### src/rtl/cnn_pkg.sv
// cnn_pkg: shared types and helpers for the CNN pipeline stages.
//   state_t   - frame-level FSM encoding (S_IDLE, S_STREAM, S_DONE)
//   N_DEFAULT - default data word width
//   smax      - signed two-input maximum at the default word width
package cnn_pkg;

    localparam int N_DEFAULT = 16;

    typedef enum logic [1:0] {
        S_IDLE   = 2'd0,
        S_STREAM = 2'd1,
        S_DONE   = 2'd2
    } state_t;

    function automatic logic signed [N_DEFAULT-1:0] smax(
        input logic signed [N_DEFAULT-1:0] a,
        input logic signed [N_DEFAULT-1:0] b
    );
        return (a > b) ? a : b;
    endfunction

endpackage

### src/rtl/maxpool_flatten_if.sv
// maxpool_flatten_if: valid/ready pixel stream into the pooling stage.
//   in_valid - producer has a pixel on in_data
//   in_ready - consumer accepts a beat this cycle
//   in_data  - signed pixel, N bits
// Modports: master (producer), slave (pooling stage).
interface maxpool_flatten_if #(
    parameter int N = 16
) ();

    logic                in_valid;
    logic                in_ready;
    logic signed [N-1:0] in_data;

    modport master (
        output in_valid,
        output in_data,
        input  in_ready
    );

    modport slave (
        input  in_valid,
        input  in_data,
        output in_ready
    );

endinterface

### src/rtl/max2.sv
// max2: combinational signed two-input maximum.
//   a_i, b_i - signed operands, N bits
//   y_o      - larger of the two (either operand on a tie)
module max2
    import cnn_pkg::*;
#(
    parameter int N = N_DEFAULT
) (
    input  logic signed [N-1:0] a_i,
    input  logic signed [N-1:0] b_i,
    output logic signed [N-1:0] y_o
);

    always_comb begin
        y_o = (a_i > b_i) ? a_i : b_i;
    end

endmodule

### src/rtl/maxpool_flatten.sv
// maxpool_flatten: 2x2 stride-2 max pooling of one single-channel feature
// map, streamed row-major, into a flat buffer read by the dense stage.
//   clk, reset  - clock, asynchronous active-high reset
//   start       - begin a new frame (honoured in S_IDLE / S_DONE only)
//   in_if       - slave pixel stream (in_valid / in_ready / in_data)
//   rd_addr     - flat buffer read index
//   rd_data     - flat_mem[rd_addr], combinational, 0 when out of range
//   busy        - frame in progress
//   done        - one-cycle pulse after the final pixel is accepted
//   flat_valid  - buffer holds a complete pooled frame
// Optional: define MAXPOOL_RELU_EN to clamp negative pixels to zero on
// entry to the pooling datapath.
module maxpool_flatten
    import cnn_pkg::*;
#(
    parameter  int N         = N_DEFAULT,
    parameter  int IN_W      = 8,
    parameter  int IN_H      = 8,
    localparam int FLAT_SIZE = (IN_W / 2) * (IN_H / 2),
    // One spare address code so that an out-of-range read is expressible.
    localparam int AW        = $clog2(FLAT_SIZE + 1)
) (
    input  logic                clk,
    input  logic                reset,
    input  logic                start,
    maxpool_flatten_if.slave    in_if,
    input  logic [AW-1:0]       rd_addr,
    output logic signed [N-1:0] rd_data,
    output logic                busy,
    output logic                done,
    output logic                flat_valid
);

    localparam int CW = (IN_W > 2) ? $clog2(IN_W) : 1;
    localparam int RW = (IN_H > 2) ? $clog2(IN_H) : 1;
    localparam int LW = (IN_W / 2 > 1) ? $clog2(IN_W / 2) : 1;
    localparam int FW = (FLAT_SIZE > 1) ? $clog2(FLAT_SIZE) : 1;

    if ((IN_W % 2) != 0 || IN_W < 2) begin : g_bad_in_w
        $error("maxpool_flatten: IN_W must be even and >= 2");
    end
    if ((IN_H % 2) != 0 || IN_H < 2) begin : g_bad_in_h
        $error("maxpool_flatten: IN_H must be even and >= 2");
    end

    state_t              state_q, state_d;
    logic [CW-1:0]       col_q, col_d;
    logic [RW-1:0]       row_q, row_d;
    logic                done_q, done_d;
    logic signed [N-1:0] pair_q;
    logic signed [N-1:0] linebuf_q [IN_W/2];
    logic signed [N-1:0] flat_mem  [FLAT_SIZE];

    logic                beat;
    logic                in_ready_c;
    logic signed [N-1:0] px;
    logic signed [N-1:0] pair_max;
    logic signed [N-1:0] win_max;
    logic [LW-1:0]       lb_idx;
    logic [FW-1:0]       wr_idx;

`ifdef MAXPOOL_RELU_EN
    assign px = in_if.in_data[N-1] ? '0 : in_if.in_data;
`else
    assign px = in_if.in_data;
`endif

    assign beat           = in_if.in_valid && in_ready_c;
    assign in_if.in_ready = in_ready_c;
    assign done           = done_q;

    assign lb_idx = LW'(col_q >> 1);
    assign wr_idx = FW'((32'(row_q) >> 1) * 32'(IN_W / 2) + (32'(col_q) >> 1));

    // Horizontal pair max, then folded with the row above held in linebuf.
    max2 #(.N(N)) u_pair_max (
        .a_i (pair_q),
        .b_i (px),
        .y_o (pair_max)
    );

    max2 #(.N(N)) u_line_max (
        .a_i (linebuf_q[lb_idx]),
        .b_i (pair_max),
        .y_o (win_max)
    );

    always_ff @(posedge clk or posedge reset) begin
        if (reset) begin
            state_q <= S_IDLE;
            col_q   <= '0;
            row_q   <= '0;
            done_q  <= 1'b0;
        end else begin
            state_q <= state_d;
            col_q   <= col_d;
            row_q   <= row_d;
            done_q  <= done_d;
        end
    end

    always_comb begin
        state_d    = state_q;
        col_d      = col_q;
        row_d      = row_q;
        done_d     = 1'b0;
        in_ready_c = 1'b0;
        busy       = 1'b0;
        flat_valid = 1'b0;
        unique case (state_q)
            S_IDLE: begin
                if (start) begin
                    state_d = S_STREAM;
                    col_d   = '0;
                    row_d   = '0;
                end
            end
            S_STREAM: begin
                in_ready_c = 1'b1;
                busy       = 1'b1;
                if (beat) begin
                    if (col_q == CW'(IN_W - 1)) begin
                        col_d = '0;
                        if (row_q == RW'(IN_H - 1)) begin
                            row_d   = '0;
                            state_d = S_DONE;
                            done_d  = 1'b1;
                        end else begin
                            row_d = row_q + RW'(1);
                        end
                    end else begin
                        col_d = col_q + CW'(1);
                    end
                end
            end
            S_DONE: begin
                flat_valid = 1'b1;
                if (start) begin
                    state_d = S_STREAM;
                    col_d   = '0;
                    row_d   = '0;
                end
            end
            default: state_d = S_IDLE;
        endcase
    end

    always_ff @(posedge clk or posedge reset) begin
        if (reset) begin
            pair_q <= '0;
            for (int unsigned i = 0; i < IN_W / 2; i++) begin
                linebuf_q[i] <= '0;
            end
        end else if (beat) begin
            if (!col_q[0]) begin
                pair_q <= px;
            end else if (!row_q[0]) begin
                linebuf_q[lb_idx] <= pair_max;
            end
        end
    end

    // The pooled result buffer is deliberately left out of reset.
    always_ff @(posedge clk) begin
        if (beat && col_q[0] && row_q[0]) begin
            flat_mem[wr_idx] <= win_max;
        end
    end

    always_comb begin
        rd_data = '0;
        if (32'(rd_addr) < FLAT_SIZE) begin
            rd_data = flat_mem[FW'(rd_addr)];
        end
    end

endmodule
### src/flat_wrapper.sv
// flat-port wrapper written by rule: the top's interface ports become plain ports
module maxpool_flatten_flat import cnn_pkg::*;
#(
    parameter  int N         = N_DEFAULT,
    parameter  int IN_W      = 8,
    parameter  int IN_H      = 8,
    localparam int FLAT_SIZE = (IN_W / 2) * (IN_H / 2),
                                                                          
    localparam int AW        = $clog2(FLAT_SIZE + 1)
)
  (clk, reset, start, rd_addr, rd_data, busy, done, flat_valid, in_if_in_valid, in_if_in_data, in_if_in_ready);
  maxpool_flatten_if #(.N(N)) in_if_i ();
  input  logic clk;
  input  logic reset;
  input  logic start;
  input  logic [AW-1:0] rd_addr;
  output logic signed [N-1:0] rd_data;
  output logic busy;
  output logic done;
  output logic flat_valid;
  input wire logic [$bits(in_if_i.in_valid)-1:0] in_if_in_valid;
  input wire logic [$bits(in_if_i.in_data)-1:0] in_if_in_data;
  output wire logic [$bits(in_if_i.in_ready)-1:0] in_if_in_ready;
  assign in_if_i.in_valid = in_if_in_valid;
  assign in_if_i.in_data = in_if_in_data;
  assign in_if_in_ready = in_if_i.in_ready;
  maxpool_flatten #(.N(N), .IN_W(IN_W), .IN_H(IN_H)) u_core (.clk(clk), .reset(reset), .start(start), .in_if(in_if_i), .rd_addr(rd_addr), .rd_data(rd_data), .busy(busy), .done(done), .flat_valid(flat_valid));
endmodule
### config.mk
export PLATFORM = sky130hd
export DESIGN_NAME = maxpool_flatten_flat
export DESIGN_NICKNAME = d
export VERILOG_FILES = /design/src/rtl/cnn_pkg.sv /design/src/rtl/maxpool_flatten_if.sv /design/src/rtl/max2.sv /design/src/rtl/maxpool_flatten.sv /design/src/flat_wrapper.sv
export SDC_FILE = /design/constraint.sdc
export NUM_CORES = 1
export LEC_CHECK = 0
export ABC_AREA = 1
export CAP_MARGIN = 20
export CORE_ASPECT_RATIO = 1.1
export CORE_MARGIN = 3
export CORE_UTILIZATION = 50
export DETAILED_ROUTE_END_ITERATION = 12
export PLACE_DENSITY = 0.81
export SYNTH_ARGS = -nofsm -noshare
export SYNTH_HDL_FRONTEND = slang
export SYNTH_SLANG_ARGS = --single-unit
### constraint.sdc
create_clock -name clk -period 3.64 [get_ports clk]
set_input_delay 0.546 -clock clk [delete_from_list [all_inputs] [get_ports clk]]
set_output_delay 0.546 -clock clk [all_outputs]
set_load 0.005 [all_outputs]
==> metrics.csv, run 1 <==
stage;metric;value;unit
setup_path;cpMaxStageDelayCell;dfrtp_1;
synthesis;synth_seq_cells;345;
finish;syn_to_final_growth;22.4;%
synthesis;syn_area;15400;sq um
clock_tree;cts_tree;built;
synthesis;synth_top_area_share;0.499;
global_route;grt_max_degree;89;
setup_path;critPathBufInv;2;
finish;nets;1591;
setup_path;worstSetupStartpointType;flip-flop;
finish;final_common_cell;edfxtp_1;
synthesis;synth_area_leader_cell;edfxtp_1;
route;ant_nets;0;
synthesis;yosysSeqAreaShare;0.643;
clock_tree;htree_levels;2;
floorplan;start_util;0.514;
clock_tree;clk_pin_slew;60;ps
clock_tree;cts_root_buffer;clkbuf_16;
sta;worstMarginPinSlew;942;ps
power;p_leak;7.47;nW
sta;setup_ws;-44.0;ps
finish;fill_cells;2114;
sta;tns;-2510;ps
clock_tree;cts_buffers;36;
finish;regArea;9910;sq um
floorplan;fp.dieW;173;um
min_path;min_path_type;primary input to async pin;
global_route;antenna_found_initial;2;
sta;drv_slew;0;
global_route;track_usage;0.247;
setup_path;critPathTopFamily;simple AND/OR/NAND/NOR gates;
power;p_per_area;1120;nW/um^2
synthesis;syn_inst;1397;
clock_tree;cts.sinks;345;
floorplan;ios;45;
finish;insertedDiodeCount;0;
outcome;violations;setup timing;
setup_path;path_cells;ha_4 > nand4_1 > nor3_4 > nand2_2 > nand2_2 > nand2_4 > buf_6 > nand4_1 > nand2_2 > ha_4 > nand2_2 > nor4_4 > nand2_2 > nand2_2 > nand2_4 > nand3_4 > buf_6 > nand3_1 > nand2_4;
global_route;overflow;0;
synthesis;synth_nets;1458;
finish;multi_input_area;5500;sq um
route;post_drt_via_cell_ratio;6.22;
floorplan;core;30000;sq um
finish;design_area;18900;sq um
setup_path;critPathCaptureType;flip-flop;
clock_tree;cts_buffer_depth;3;
setup_path;critPathArrivalTime;4040;ps
floorplan;std_cell_rows;66;
route;vias;12208;
floorplan;die_h;190;um
setup_path;crit_type;flip-flop to flip-flop;
sta;final.min_clock_period;3680;ps
finish;final_cell_mix;edfxtp_1, nand2_1, o21ai_0;
sta;max_freq;0.271;GHz
synthesis;ys_types;37;
route;drt_iter0_drc;1718;
synthesis;ys_warn_count;0;
placed_design;io_buffers;44;
sta;finalClockSkew;21.0;ps
setup_path;critPathMaxFanout;16;
placed_design;hpwl;25.0;mm
route;wl;43.7;mm
sta;final-setup-viol-count;138;
power;ir_worst_vdd;0.000943;V
setup_path;critPathMaxStageDelay;430;ps
setup_path;worstPathRequired;4000;ps
setup_path;cp_common_cell;nand2_2;
floorplan;die-area;33000;sq um
route;drt-pass1-iter-count;7;
route;wire_per_inst;22.3;um
placed_design;dpl_cell_area;17100;sq um
sta;hold_viol;0;
global_route;grt_pass1_vias;11687;
placed_design;gp_congestion;0.895;
finish;drive_gt1_frac;0.208;
clock_tree;clock_latency;530;ps
synthesis;synth_area_per_cell;11.0;sq um
global_route;grt_pass1_wl;64.1;mm
synthesis;synth.area.top_cells;edfxtp_1, dfrtp_1, nand2_1;
outcome;status;finished with violations;
sta;slew_headroom;0.370;
job;drv_cap;0;
route;drc;0;
sta;fin_crit_sh;1.01;
-- layer usage --
| metal | global-route usage | vias up | wire [um] |
|---|---|---|---|
| met1 | 0.318 | 5872 | 15900 |
| met4 | 0.106 | 4 | 1880 |
| met5 | 0 | - | 27 |
| met3 | 0.0439 | 201 | 4450 |
| li1 | - | 5301 | - |
| met2 | 0.414 | 830 | 21500 |
-- cell usage after synthesis --
cell type / instances
buf_6: 10
nand4_1: 33
nor4_2: 1
nand2_4: 10
edfxtp_1: 256
nor2_1: 157
clkbuf_1: 52
nor3_2: 1
o211ai_1: 25
nor3_1: 1
o21a_1: 1
nand2_2: 2
dfrtp_1: 89
a21oi_1: 31
nand3_4: 1
buf_1: 2
nand3b_1: 1
a21o_1: 1
o221ai_1: 39
clkinv_1: 2
nand3_2: 4
a22oi_1: 25
nor2_8: 4
and3_1: 1
nand2_1: 251
and2_1: 1
ha_1: 36
o22ai_1: 26
o21ai_0: 155
nand3_1: 98
buf_4: 3
inv_2: 5
inv_4: 5
nor2_2: 1
nor2_4: 3
inv_1: 55
buf_2: 9
-- state kept, by name, summed over array words and instances (netlist names) --
signal,cells
u_core.flat_mem,256
u_core.row_q,3
u_core.state_q,2
u_core.linebuf_q,64
u_core.pair_q,16
u_core.done,1
u_core.col_q,3
-- power breakdown --
group	internal, W	total, W	switching [W]
sequential	0.00718	0.00755	0.000376
clock	0.00190	0.00339	0.00149
combinational	0.00373	0.0102	0.00646
-- layout make-up --
| type | count | area share |
|---|---|---|
| clock buffers | 43 | 0.0492 |
| repair buffers | 169 | 0.0854 |
| well taps | 408 | 0.0271 |
| inverters | 67 | 0.0141 |
| flip-flops and latches | 345 | 0.526 |
| multi-input cells | 911 | 0.291 |
| clock inverters | 19 | 0.00730 |
-- per-stage QoR --
step / total power [W] / hold slack (ps) / std cells / setup WS, ps / util
2_1_floorplan: 0.0119 / 449 / 1397 / 0.883 / -
3_3_place_gp: 0.0150 / 463 / 1889 / -568 / 0.569
3_5_place_dp: 0.0154 / 466 / 1889 / -706 / 0.569
4_1_cts: 0.0194 / 445 / 1954 / 3.07 / 0.611
5_1_grt: 0.0220 / 478 / 1962 / -152 / 0.629
6_report: 0.0211 / 429 / 1962 / -44.0 / 0.629
-- final timing paths --
check                      cells after the start                     end                  from  slack (ps)
max in group asynchronous                      3    u_core.linebuf_q[18]                 reset        2370
min                                            2    u_core.linebuf_q[28]                 reset         430
max reg2reg                                   19  u_core.flat_mem[8][12]     u_core.pair_q[11]         -40
min in group clk                               3        u_core.pair_q[0]      in_if_in_data[0]         430
max                                           19  u_core.flat_mem[8][12]     u_core.pair_q[11]         -40
min reg2reg                                    2    u_core.linebuf_q[19]  u_core.linebuf_q[19]         480
-- logic make-up (layout without fill, tap and decap cells) --
family	after synthesis	after routing	share of synthesized area
buffers and inverters	143	298	0.0420
flip-flops	345	345	0.643
adder cells (fa/ha/maj)	36	36	0.0292
AND/OR/NAND/NOR	570	572	0.167
AO/OA/AOI/OAI	303	303	0.118
-- timing repair --
| item | CTS | global route |
|---|---|---|
| hold buffers | 0 | 0 |
| pin swaps | 14 | 35 |
| cloned | 1 | 4 |
| buffers inserted | 2 | 4 |
| endpoints found under the setup margin | 256 | 256 |
| resized for setup | 37 | 101 |
Note: power is estimated with default switching activity, not from simulation.
==> run 2, diff against run 1 <==
--- a/config.mk
+++ b/config.mk
@@ -14,4 +14,5 @@
 export PLACE_DENSITY = 0.81
 export SYNTH_ARGS = -nofsm -noshare
 export SYNTH_HDL_FRONTEND = slang
+export SYNTH_HIERARCHICAL = 1
 export SYNTH_SLANG_ARGS = --single-unit
==> metrics.csv, run 2 <==
stage;metric;value;unit
outcome;status;finished with violations;
outcome;violations;setup timing;
clock_tree;hold_buffers;0;
setup_path;worstSetupStartpointType;flip-flop;
sta;setup_ws;-15.8;ps
setup_path;critPathArrivalTime;3910;ps
synthesis;ys_warn_count;6;
setup_path;r2r_start;u_core/pair_q[2];
setup_path;worstPathRequired;3900;ps
route;wire_per_inst;19.6;um
finish;regMostFlops;u_core/flat_mem;
power;p_leak;8.69;nW
finish;largestRegisters;u_core/flat_mem (256), u_core/linebuf_q (64), u_core/pair_q (16);
finish;insertedDiodeCount;0;
floorplan;ios;45;
finish;drive_gt1_frac;0.191;
floorplan;std_cell_rows;68;
global_route;top_usage_layer;met2;
synthesis;synth_seq_cells;345;
setup_path;cpMaxStageDelayCell;dfrtp_1;
floorplan;die_h;196;um
clock_tree;cts_tree;built;
sta;finalClockSkew;25.7;ps
global_route;grt_max_degree;129;
setup_path;crit_path_start;u_core/pair_q[2];
clock_tree;clock_latency;530;ps
global_route;track_usage;0.235;
synthesis;synth_area_per_cell;9.87;sq um
global_route;overflow;0;
sta;slew_headroom;0.436;
route;post_drt_via_cell_ratio;5.67;
sta;fin_crit_sh;1.00;
synthesis;synthArstFlopShare;0.258;
floorplan;core;31800;sq um
synthesis;synth_most_common_cell;nand2_1;
synthesis;yosysSeqAreaShare;0.607;
sta;final-setup-viol-count;48;
global_route;grt_pass1_wl;64.2;mm
floorplan;die-area;34900;sq um
job;drv_cap;0;
global_route;use_met1;0.307;
synthesis;synth.area.top_cells;edfxtp_1, dfrtp_1, nand2_1;
floorplan;start_util;0.514;
synthesis;synth-edff-count;256;
setup_path;critPathMaxFanout;16;
clock_tree;cts.sinks;345;
placed_design;io_buffers;44;
finish;nets;1827;
setup_path;path_cells;ha_1 > nand2_1 > inv_1 > nand3_1 > nand3_1 > nand2_2 > nand2_2 > nand2_4 > clkbuf_16 > buf_4 > nand4_1 > nand2_2 > inv_1 > ha_1 > nand4_1 > nor3_4 > nand2_2 > nand2_2 > nand2_4 > buf_6 > nand4_1 > buf_4 > nand2_2;
setup_path;crit_type;flip-flop to flip-flop;
setup_path;critPathMaxStageDelay;430;ps
synthesis;syn_inst;1656;
power;power;0.0186;W
route;drc;0;
synthesis;synth_nets;1717;
synthesis;ys_top_cells_by_count;nand2_1, edfxtp_1, inv_1, nand3_1, dfrtp_1;
min_path;min-delay-start;in_if_in_data[4];
finish;final_cell_mix;nand2_1, edfxtp_1, inv_1;
setup_path;critPathTopFamily;simple AND/OR/NAND/NOR gates;
sta;drv_slew;0;
clock_tree;clk_pin_slew;60;ps
finish;final_common_cell;nand2_1;
route;drt_iter0_drc;1614;
global_route;use_met2;0.386;
global_route;met3_usage;0.0422;
min_path;min_path_type;primary input to flip-flop;
route;wl;43.3;mm
synthesis;syn_area;16300;sq um
clock_tree;cts_root_buffer;clkbuf_16;
sta;tns;-454;ps
finish;syn_to_final_growth;19.3;%
finish;largest_reg_flops;256;
synthesis;synthFlopType;edfxtp_1;
clock_tree;cts_buffer_depth;3;
power;p_per_area;953;nW/um^2
route;vias;12535;
synthesis;synth_top_area_share;0.470;
synthesis;ys_types;38;
clock_tree;htree_levels;2;
power;ir_worst_vdd;0.000654;V
setup_path;critPathBufInv;6;
sta;worstMarginPinSlew;846;ps
placed_design;hpwl;24.3;mm
sta;max_freq;0.274;GHz
route;drt-pass1-iter-count;8;
setup_path;critPathCaptureType;flip-flop;
clock_tree;cts_buffers;36;
placed_design;dp_slack;-712;ps
setup_path;cp_common_cell;nand2_2;
floorplan;fp.dieW;178;um
global_route;grt_pass1_vias;11921;
sta;hold_viol;0;
sta;final.min_clock_period;3660;ps
synthesis;synth_area_leader_cell;edfxtp_1;
route;ant_nets;0;
global_route;antenna_found_initial;0;
placed_design;gp_congestion;0.864;
==> run 2: cell types whose count changed after synthesis, moves of 19 or more <==
| cell | delta |
|---|---|
| inv_1 | +148 |
| clkbuf_1 | -19 |
| nand3_1 | +79 |
| o21ai_0 | -148 |
| o21ai_2 | +26 |
| o211ai_1 | -25 |
| o21ai_1 | +40 |
| nand2_2 | +33 |
| o221ai_1 | -38 |
| nor2_1 | -127 |
| o22ai_1 | -26 |
| nand2_1 | +294 |
==> run 2: worst register-to-register path, cell delays in order (launching register included) <==
cell and delay (ps):
dfrtp_1 430, ha_1 310, nand2_1 100, inv_1 60, nand3_1 70, nand3_1 80, nand2_2 120, nand2_2 80
nand2_4 140, clkbuf_16 170, buf_4 100, nand4_1 90, nand2_2 100, inv_1 50, ha_1 290, nand4_1 180
nor3_4 210, nand2_2 120, nand2_2 90, nand2_4 60, buf_6 160, nand4_1 90, buf_4 160, nand2_2 110
==> run 2: area by class of cell <==
cell class	instances	area (sq um)
Sequential cell	345	9920
Tap cell	420	526
Clock inverter	18	214
Timing Repair Buffer	150	1430
Inverter	208	786
Clock buffer	46	948
Multi-Input combinational cell	1025	5680
Fill cell	2323	12300
==> run 2: worst paths after layout <==
path	endpoint	slack, ps	cells after the start
max	u_core/flat_mem[0][15]	-20	23
min	u_core/pair_q[4]	420	3
max reg2reg	u_core/flat_mem[0][15]	-20	23
min reg2reg	u_core/linebuf_q[17]	480	2
max in group asynchronous	u_core/linebuf_q[21]	2420	3
min in group asynchronous	u_core/pair_q[6]	480	2
==> run 2: routing by layer <==
metal | share of wire | vias to the layer above
met3 | 0.097 | 173
met5 | 0 | -
li1 | - | 5702
met4 | 0.043 | 0
met2 | 0.49 | 770
met1 | 0.37 | 5890
==> run 2: power by group <==
group	internal, W	leakage, nW	total [W]	switching, W
Combinational	0.00272	4.68	0.00801	0.00529
Clock	0.00214	0.561	0.00364	0.00150
Sequential	0.00661	3.45	0.00694	0.000328
Total	0.0115	8.69	0.0186	0.00712
==> run 2: kinds of logic (layout without fill, tap and decap cells) <==
group | after synthesis | count (layout) | share of synthesized area
mux | 16 | 16 | 0.0110
compound gates | 128 | 128 | 0.0502
flops | 345 | 345 | 0.607
fa+ha+maj | 36 | 36 | 0.0276
buf+inv | 288 | 422 | 0.0762
simple gates | 843 | 845 | 0.229
==> run 2: metrics by stage <==
stage                     instances  utilization  instance area (sq um)  hold slack [ps]
after floorplan                1656            -                  16300              455
after global placement         2128        0.554                  17600              465
after detailed placement       2128        0.554                  17600              469
after CTS                      2197        0.593                  18900              483
after global routing           2212        0.613                  19500              439
final                          2212        0.613                  19500              420
==> run 2: what timing repair did <==
| item | CTS | global route |
|---|---|---|
| gates resized for setup | 11 | 107 |
| pin swaps | 2 | 37 |
| cloned | 1 | 5 |
| setup buffers | 4 | 10 |
| setup endpoints to repair | 237 | 256 |
